<file path="src/rtl/spi_apb_slave.sv">
// spi_apb_slave: SPI mode-0 command decoder issuing APB3 transfers, SPI oversampled in clk.
// Define SPI_APB_ERR_CNT_EN to build the saturating error counter on err_cnt.
module spi_apb_slave #(
    parameter int ADDR_W = 20,
    parameter int DATA_W = 16,
    parameter logic [7:0] SYNC_BYTE = 8'h17,
    parameter int SYNC_STAGES = 2
) (
    input  logic              clk,
    input  logic              rst,
    input  logic              spi_sclk,
    input  logic              spi_cs_n,
    input  logic              spi_mosi,
    output logic              spi_miso,
    output logic [ADDR_W-1:0] paddr,
    output logic              psel,
    output logic              penable,
    output logic              pwrite,
    output logic [DATA_W-1:0] pwdata,
    input  logic [DATA_W-1:0] prdata,
    input  logic              pready,
    input  logic              pslverr,
    output logic              frame_err,
    output logic [7:0]        err_cnt
);
    localparam int HDR_W = DATA_W + ADDR_W + 12;
    localparam int CNT_W = $clog2(HDR_W + 1);
    localparam int OUT_W = $clog2(DATA_W);

    typedef enum logic [2:0] {IDLE, HDR, CHECK, SETUP, ACCESS, WORD, DRAIN} state_t;
    state_t state, state_nx;

    logic [SYNC_STAGES-1:0] sclk_sync, cs_sync, mosi_sync;
    logic sclk_d, cs_d, wr, inc;
    logic [HDR_W-1:0] shreg;
    logic [CNT_W-1:0] bit_cnt;
    logic [OUT_W-1:0] out_cnt;
    logic [DATA_W-1:0] rd_buf, tx, word, rd_next;
    logic sclk_s, cs_s, mosi_s, sclk_rise, sclk_fall, cs_fall;
    logic shifting, hdr_done, word_done, in_apb, bad_sync, overrun, apb_done;

    assign sclk_s    = sclk_sync[SYNC_STAGES-1];
    assign cs_s      = cs_sync[SYNC_STAGES-1];
    assign mosi_s    = mosi_sync[SYNC_STAGES-1];
    assign sclk_rise = sclk_s & ~sclk_d;
    assign sclk_fall = ~sclk_s & sclk_d;
    assign cs_fall   = ~cs_s & cs_d;
    assign in_apb    = (state == SETUP) || (state == ACCESS);
    assign shifting  = ~cs_s && (in_apb || state == HDR || state == WORD);
    assign hdr_done  = (state == HDR) && shifting && sclk_rise && bit_cnt == CNT_W'(HDR_W - 1);
    assign word_done = (state != HDR) && shifting && sclk_rise && bit_cnt == CNT_W'(DATA_W - 1);
    assign bad_sync  = (state == CHECK) && shreg[ADDR_W+11:ADDR_W+4] != SYNC_BYTE;
    assign overrun   = word_done && in_apb;
    assign apb_done  = (state == ACCESS) && pready;
    assign word      = {shreg[DATA_W-2:0], mosi_s};
    // A read finishing on the same cycle as a word boundary must still reach miso.
    assign rd_next   = (apb_done && !wr) ? prdata : rd_buf;
    assign psel      = in_apb;
    assign penable   = state == ACCESS;
    assign pwrite    = wr;
    assign spi_miso  = tx[DATA_W-1];

    always_comb begin
        state_nx = state;
        case (state)
            IDLE:    state_nx = cs_fall ? HDR : IDLE;
            HDR:     state_nx = cs_s ? IDLE : hdr_done ? CHECK : HDR;
            CHECK:   state_nx = bad_sync ? DRAIN : SETUP;
            SETUP:   state_nx = ACCESS;
            ACCESS:  state_nx = !pready ? ACCESS : cs_s ? IDLE : WORD;
            WORD:    state_nx = word_done ? SETUP : cs_s ? IDLE : WORD;
            DRAIN:   state_nx = cs_s ? IDLE : DRAIN;
            default: state_nx = IDLE;
        endcase
    end

    always_ff @(posedge clk or posedge rst) begin
        if (rst) begin
            sclk_sync <= '0;
            cs_sync   <= '1;
            mosi_sync <= '0;
            sclk_d    <= 1'b0;
            cs_d      <= 1'b1;
            state     <= IDLE;
            shreg     <= '0;
            bit_cnt   <= '0;
            paddr     <= '0;
            pwdata    <= '0;
            wr        <= 1'b0;
            inc       <= 1'b0;
            rd_buf    <= '0;
            tx        <= '0;
            out_cnt   <= '0;
            frame_err <= 1'b0;
        end else begin
            sclk_sync <= {sclk_sync[SYNC_STAGES-2:0], spi_sclk};
            cs_sync   <= {cs_sync[SYNC_STAGES-2:0], spi_cs_n};
            mosi_sync <= {mosi_sync[SYNC_STAGES-2:0], spi_mosi};
            sclk_d    <= sclk_s;
            cs_d      <= cs_s;
            state     <= state_nx;
            if (cs_fall || state == CHECK) begin
                bit_cnt <= '0;
            end else if (shifting && sclk_rise) begin
                shreg   <= {shreg[HDR_W-2:0], mosi_s};
                bit_cnt <= word_done ? '0 : bit_cnt + 1'b1;
            end
            if (state == CHECK && !bad_sync) begin
                paddr <= shreg[ADDR_W-1:0];
                wr    <= shreg[ADDR_W+2];
                inc   <= shreg[ADDR_W+1];
                if (shreg[ADDR_W+2])
                    pwdata <= shreg[HDR_W-1 -: DATA_W];
            end
            if (state == WORD && word_done) begin
                if (inc)
                    paddr <= paddr + ADDR_W'(2);
                if (wr)
                    pwdata <= word;
            end
            rd_buf    <= rd_next;
            frame_err <= bad_sync || overrun || (frame_err && !cs_fall);
            if (cs_fall) begin
                tx      <= rd_buf;
                out_cnt <= '0;
            end else if (sclk_fall && !cs_s) begin
                out_cnt <= out_cnt + 1'b1;
                tx      <= out_cnt == OUT_W'(DATA_W - 1) ? rd_next : {tx[DATA_W-2:0], 1'b0};
            end
        end
    end

`ifdef SPI_APB_ERR_CNT_EN
    logic [7:0] cnt;
    always_ff @(posedge clk or posedge rst) begin
        if (rst)
            cnt <= '0;
        else if ((bad_sync || overrun || (apb_done && pslverr)) && cnt != 8'hff)
            cnt <= cnt + 8'd1;
    end
    assign err_cnt = cnt;
`else
    assign err_cnt = '0;
`endif
endmodule
</file>
<file path="config.mk">
export PLATFORM = sky130hd
export DESIGN_NAME = spi_apb_slave
export DESIGN_NICKNAME = d
export VERILOG_FILES = /design/src/rtl/spi_apb_slave.sv
export SDC_FILE = /design/constraint.sdc
export NUM_CORES = 1
export LEC_CHECK = 0
export BUFFER_PORTS_ARGS = -buffer_cell sky130_fd_sc_hd__buf_2
export CAP_MARGIN = 30
export CORE_UTILIZATION = 45
export CTS_BUF_LIST = sky130_fd_sc_hd__clkbuf_8
export CTS_CLUSTER_SIZE = 20
export DETAILED_ROUTE_END_ITERATION = 6
export PLACE_DENSITY = 0.72
export SETUP_SLACK_MARGIN = 0.5
export SLEW_MARGIN = 0
export SYNTH_ARGS = -nofsm -noshare
export SYNTH_HDL_FRONTEND = slang
export SYNTH_SLANG_ARGS = --single-unit
</file>
<file path="constraint.sdc">
create_clock -name clk -period 4.8 [get_ports clk]
set_input_delay 0.72 -clock clk [delete_from_list [all_inputs] [get_ports clk]]
set_output_delay 0.72 -clock clk [all_outputs]
set_load 0.005 [all_outputs]
</file>
; After elaboration in Yosys (flattened, before gate mapping)
; Cells that the tools add are included.
[classes]
n_lt_le_gt_ge = 0
n_mux = 25
div = 0
n_shift = 0
n_bitwise = 7
addsub = 3
n_eq_ne = 11
n_reduce_logical = 30
mul = 0
[ops]
columns = op, n
row1 = $mux 16, 8
row2 = $mux 20, 3
row3 = $pmux 3 s7, 1
row4 = $add 20x2->20 const B, 1
row5 = $mux 6, 3
row6 = $logic_and 1x1->1, 16
row7 = $mux 3, 5
row8 = $eq 3x3->1 const B, 3
row9 = $mux 4, 2
row10 = $ne 8x5->1 const B, 1
row11 = $add 6x1->6 const B, 1
row12 = $eq 3x2->1 const B, 2
row13 = $eq 6x4->1 const B, 1
row14 = $eq 6x6->1 const B, 1
row15 = $logic_or 1x1->1, 6
row16 = $add 4x1->4 const B, 1
row17 = $eq 4x4->1 const B, 1
row18 = $logic_not 1->1, 4
row19 = $mux 2, 2
row20 = $not 1->1, 4
row21 = $reduce_bool 2->1, 2
row22 = $and 1x1->1, 3
row23 = $eq 3x1->1 const B, 1
row24 = $logic_not 3->1, 1
row25 = other kinds (3), 3
[totals]
word_cells = 92
romBits = 0
ff_bits = 140
in_bits = 23
output_inout_bits = 49
mem_count = 0
mem_bits_rw = 0
latch_bits = 0

; Logic depth before layout (Yosys ltp)
[logic_depth]
word_depth = 11
depth_mapped = 8

; Worst setup path after synthesis
; Ideal clock, no wire load.
[synth_path]
path_kind = register to register
start = reg cs_sync[1]
end = reg shreg[0]
t_required_ns = 4.675
period_less_slack_ns = 2.054
path_stages_with_launch = 6
arrival_ns = 1.929
slack_ns = 2.746
n_path_buf = 2
setup_ns = 0.125
cell_sequence = dfstp_2 > or3b_4 > a211oi_2 > buf_2 > buf_2 > mux2_2
[synth_between]
elab_chain_len = 5
word_cells_on_any_way = 7
classes_between = bitwise (3) / reduce/logical (4)
[synth_lines]
columns = element, line
row1 = start: declaration, 33  ; logic [SYNC_STAGES-1:0] sclk_sync, cs_sync, mosi_sync;
row2 = start signal: assignment, 97  ; cs_sync <= {cs_sync[SYNC_STAGES-2:0], spi_cs_n};
row3 = $not 1->1 *, "47, 49"
row4 = $and 1x1->1, 47  ; assign cs_fall = ~cs_s & cs_d;
row5 = $logic_or 1x1->1, 102  ; if (cs_fall || state == CHECK) begin
row6 = $not 1->1 (no source line), -
row7 = $reduce_and 2->1 (no source line) *, -
row8 = end signal: assignment, 105  ; shreg <= {shreg[HDR_W-2:0], mosi_s};
row9 = end: declaration, 35  ; logic [HDR_W-1:0] shreg;
; Mark *: on every way between the ends. The rest lies on a longest branch, timed or not.
; A chain may end at the register's enable or synchronous reset.

; Worst setup path after layout
[layout_path]
start = reg state[2]
end = reg paddr[9]
[layout_between]
elab_chain_len = 10
word_cells_on_any_way = 20
classes_between = eq/ne (6) / mux (3) / reduce/logical (11)
[layout_lines]
columns = element, line
row1 = start: declaration, 31  ; state_t state, state_nx;
row2 = start signal: assignment, 101  ; state <= state_nx;
row3 = $eq 3x2->1 / $eq 3x3->1 (equally long branches), 48  ; assign in_apb = (state == SETUP) || (state == ACCESS);
row4 = $logic_or 1x1->1, 48
row5 = $logic_or 1x1->1 (2 in series), 49  ; assign shifting = ~cs_s && (in_apb || state == HDR || state == WORD);
row6 = $logic_and 1x1->1, 49
row7 = $logic_and 1x1->1 (3 in series), 51  ; assign word_done = (state != HDR) && shifting && sclk_rise && bit_cnt == CNT_W'(DATA_W - 1);
row8 = $logic_and 1x1->1, 115  ; if (state == WORD && word_done) begin
row9 = $mux 20 *, 115
row10 = end signal: assignment, 109  ; paddr <= shreg[ADDR_W-1:0];
row11 = end signal: assignment, 117  ; paddr <= paddr + ADDR_W'(2);
row12 = end: declaration, 15  ; output logic [ADDR_W-1:0] paddr,
; Marked as above.

==> impl_metrics.toml <==
[status]
status = "finished, final reports clean"

[setup_path]
crit_type = "reg -> reg"
path_max_fanout = 22
critPathRequiredTime_ns = 5.12
cp-start-kind = "flop"
crit_family = "simple AND/OR/NAND/NOR gates"
slowest_delay_ns = 0.79
crit_path_top_delay_cell = "nand3_1"
critPathArrivalTime_ns = 3.25
path_buf_inv = 0
path_cells = "nor3b_1 -> nand3_1 -> nand2_2 -> a21oi_1 -> a311oi_1"
endpoint_kind = "flop"

[clocking]
clock_latency_ns = 0.42
clk_pin_slew_ns = 0.07
post_cts_buffers = 0
htreeDepth = 4
cts_buffer_depth = 2
hold_buffers = 0
post_cts_resized = 0
numCtsBuffers = 17
cts_tree = "yes"
root_buffer = "clkbuf_8"
cts_sinks = 140

[synthesis]
ys_warn_count = 0
synth-edff-count = 0
ys_ff_latch = 140
synth_cell_types = 54
synth_flop_cell = "dfrtp_1"
syn_area_um2 = 6280
ys_seq_area_share_pct = 55.9
synthArstFlopShare_pct = 100
synthCells = 543
syn_area_per_cell_um2 = 11.6

[sta]
relSlewSlack_pct = 36.3
tightest_slew_ns = 0.953
fin_skew_ns = 0.0102
finalSetupViolations = 0
fmax_ghz = 0.342
rsz0062_at_grt = "false"
hold_viol = 0
tns_ns = 0
fin_crit_ns = 2.93
finalWorstSetupSlack_ns = 1.87
fin_crit_sh_pct = 61.0
whs_ns = 0.352
drv_slew = 0

[global_route]
globalRouteOverflowTotal = 0
grt_max_degree = 141
grt_pass1_wl_um = 21600
antenna_found_initial = 0
grt_pass1_vias = 4422
grt_usage_pct = 18.9

[route]
dr_total_vias = 4402
drtAntennaViolNets = 0
drc_errors = 0
vias_per_cell = 5.57
drt_iter0_drc = 266
dr.pass1.iters = 4
wirelength_um = 12800
wire_per_inst_um = 16.2

[pwr]
peakVddDrop_v = 0.000340
cellLeakagePower_nw = 3.72
power-per-cell-area_nw_per_um2 = 377

[final_layout]
fin_area_um2 = 7210
final_util_pct = 53.8
antenna_cells = 0
layout.nets = 628
layout-drive-gt1-share_pct = 28.8
area_growth_pct = 14.9

[floorplanning]
rows = 42
start_util_pct = 46.8
io_pins = 72
chipHeight_um = 120
dieArea_um2 = 14400
die_x_um = 120
core-area_um2 = 13400

[placed_design]
port_buffers = 62
placed_area_um2 = 6720
dp_hpwl_um = 8390
dp_slack_ns = 1.89
place_congestion = 0.845

[job]
cap_viol_max_count = 0

[worst_hold_path]
hold_class = "reg -> reg"
## power by group
part / leakage (nW) / total, mW / switching [mW] / internal, mW
clock: 0.245 / 1.12 / 0.436 / 0.679
sequential: 1.88 / 1.38 / 0.0754 / 1.30
combinational: 1.60 / 0.227 / 0.111 / 0.115
total: 3.72 / 2.72 / 0.622 / 2.09
## final timing paths
path	start	end	slack, ns	depth (start not counted)
hold reg to reg	mosi_sync[0]$_DFF_PP0_	mosi_sync[1]$_DFF_PP0_	0.35	0
max in group asynchronous	rst	shreg[46]$_DFFE_PP0P_	3.74	3
min in group asynchronous	rst	tx[4]$_DFFE_PP0P_	0.47	3
setup reg to reg	state[2]$_DFF_PP0_	paddr[9]$_DFF_PP0_	1.87	5
hold / removal	mosi_sync[0]$_DFF_PP0_	mosi_sync[1]$_DFF_PP0_	0.35	0
setup / recovery	state[2]$_DFF_PP0_	paddr[9]$_DFF_PP0_	1.87	5
## worst register-to-register path, stage by stage (launching register included)
cell and delay [ns]:
dfrtp_1 0.53, nor3b_1 0.55, nand3_1 0.79, nand2_2 0.53
a21oi_1 0.12, a311oi_1 0.29
## registers in the layout, summed over array words and instances, names as in the netlist
register   flops
paddr         20
frame_err      1
shreg         48
sclk_d         1
mosi_sync      2
state          3
cs_sync        2
cs_d           1
tx            16
bit_cnt        6
pwdata        16
out_cnt        4
rd_buf        16
inc            1
pwrite         1
sclk_sync      2
## cell usage in the layout (no fill, tap or decap), types with 3 or more instances in the layout
master / netlist / routed
a211oi_1: 6 / 6
a21o_1: 3 / 3
a21oi_1: 35 / 35
a22oi_1: 17 / 17
a311oi_1: 8 / 8
and2_1: 3 / 3
and3_1: 9 / 9
and4_1: 3 / 3
buf_2: 5 / 63
buf_4: 8 / 4
bufinv_16: 0 / 6
clkbuf_8: 0 / 18
clkinv_2: 0 / 4
conb_1: 1 / 8
dfrtp_1: 137 / 137
dfstp_2: 3 / 3
ha_1: 3 / 3
inv_1: 5 / 6
mux2_2: 64 / 64
mux2i_1: 33 / 33
nand2_1: 34 / 34
nand2b_1: 6 / 6
nand3_1: 13 / 13
nand4_1: 6 / 6
nor2_1: 49 / 49
nor3b_1: 3 / 3
o21ai_0: 27 / 27
xor2_1: 3 / 3
## cells by family (layout without fill, tap and decap cells)
family,after synthesis,after routing,share of synthesized area (%)
and+or+nand+nor,146,146,11.7
DFF,140,140,55.9
AOI/OAI and AO/OA,109,109,10.9
muxes,97,97,16.7
buffers and inverters,42,107,3.33
xor gates and xnor gates,5,5,0.698
adders and majority gates,3,3,0.598
other,1,8,0.0598
## layer usage
metal	part of all wire, %	global-route usage (%)
met1	44	24.0
met2	50	31.9
met3	5.0	4.99
met4	0.76	4.61
met5	0	0
## synth_stat cells (all sizes together) (3+ instances only)
library cell,instances,area (um^2)
dfstp,3,78.8
nand3,13,65.1
nand2,35,134
mux2,64,721
a21o,3,22.5
nand4,6,37.5
ha,3,37.5
and3,9,56.3
a311oi,8,70.1
o21ai,27,135
a22oi,17,128
a211oi,7,57.6
dfrtp,137,3430
and2,3,18.8
nor3b,3,22.5
a21oi,35,175
inv,5,18.8
buf,15,108
mux2i,33,330
and4,3,26.3
clkbuf,22,82.6
nand2b,6,37.5
xor2,3,26.3
nor2,50,190
## through the flow
stage | instances | power, mW
final | 791 | 2.72
after detailed placement | 757 | 1.63
after global routing | 791 | 2.84
after CTS | 789 | 2.74
after global placement | 755 | 1.60
after floorplan | 550 | 1.55
## layout make-up
type	count	area, um^2
clock buffers	18	248
clock inverters	14	224
fillers	1130	6190
inverters	5	22.5
multi-input cells	368	2590
flip-flops and latches	140	3510
well taps	176	220
repair buffers	70	395
Power figures use the tool's default switching activity.
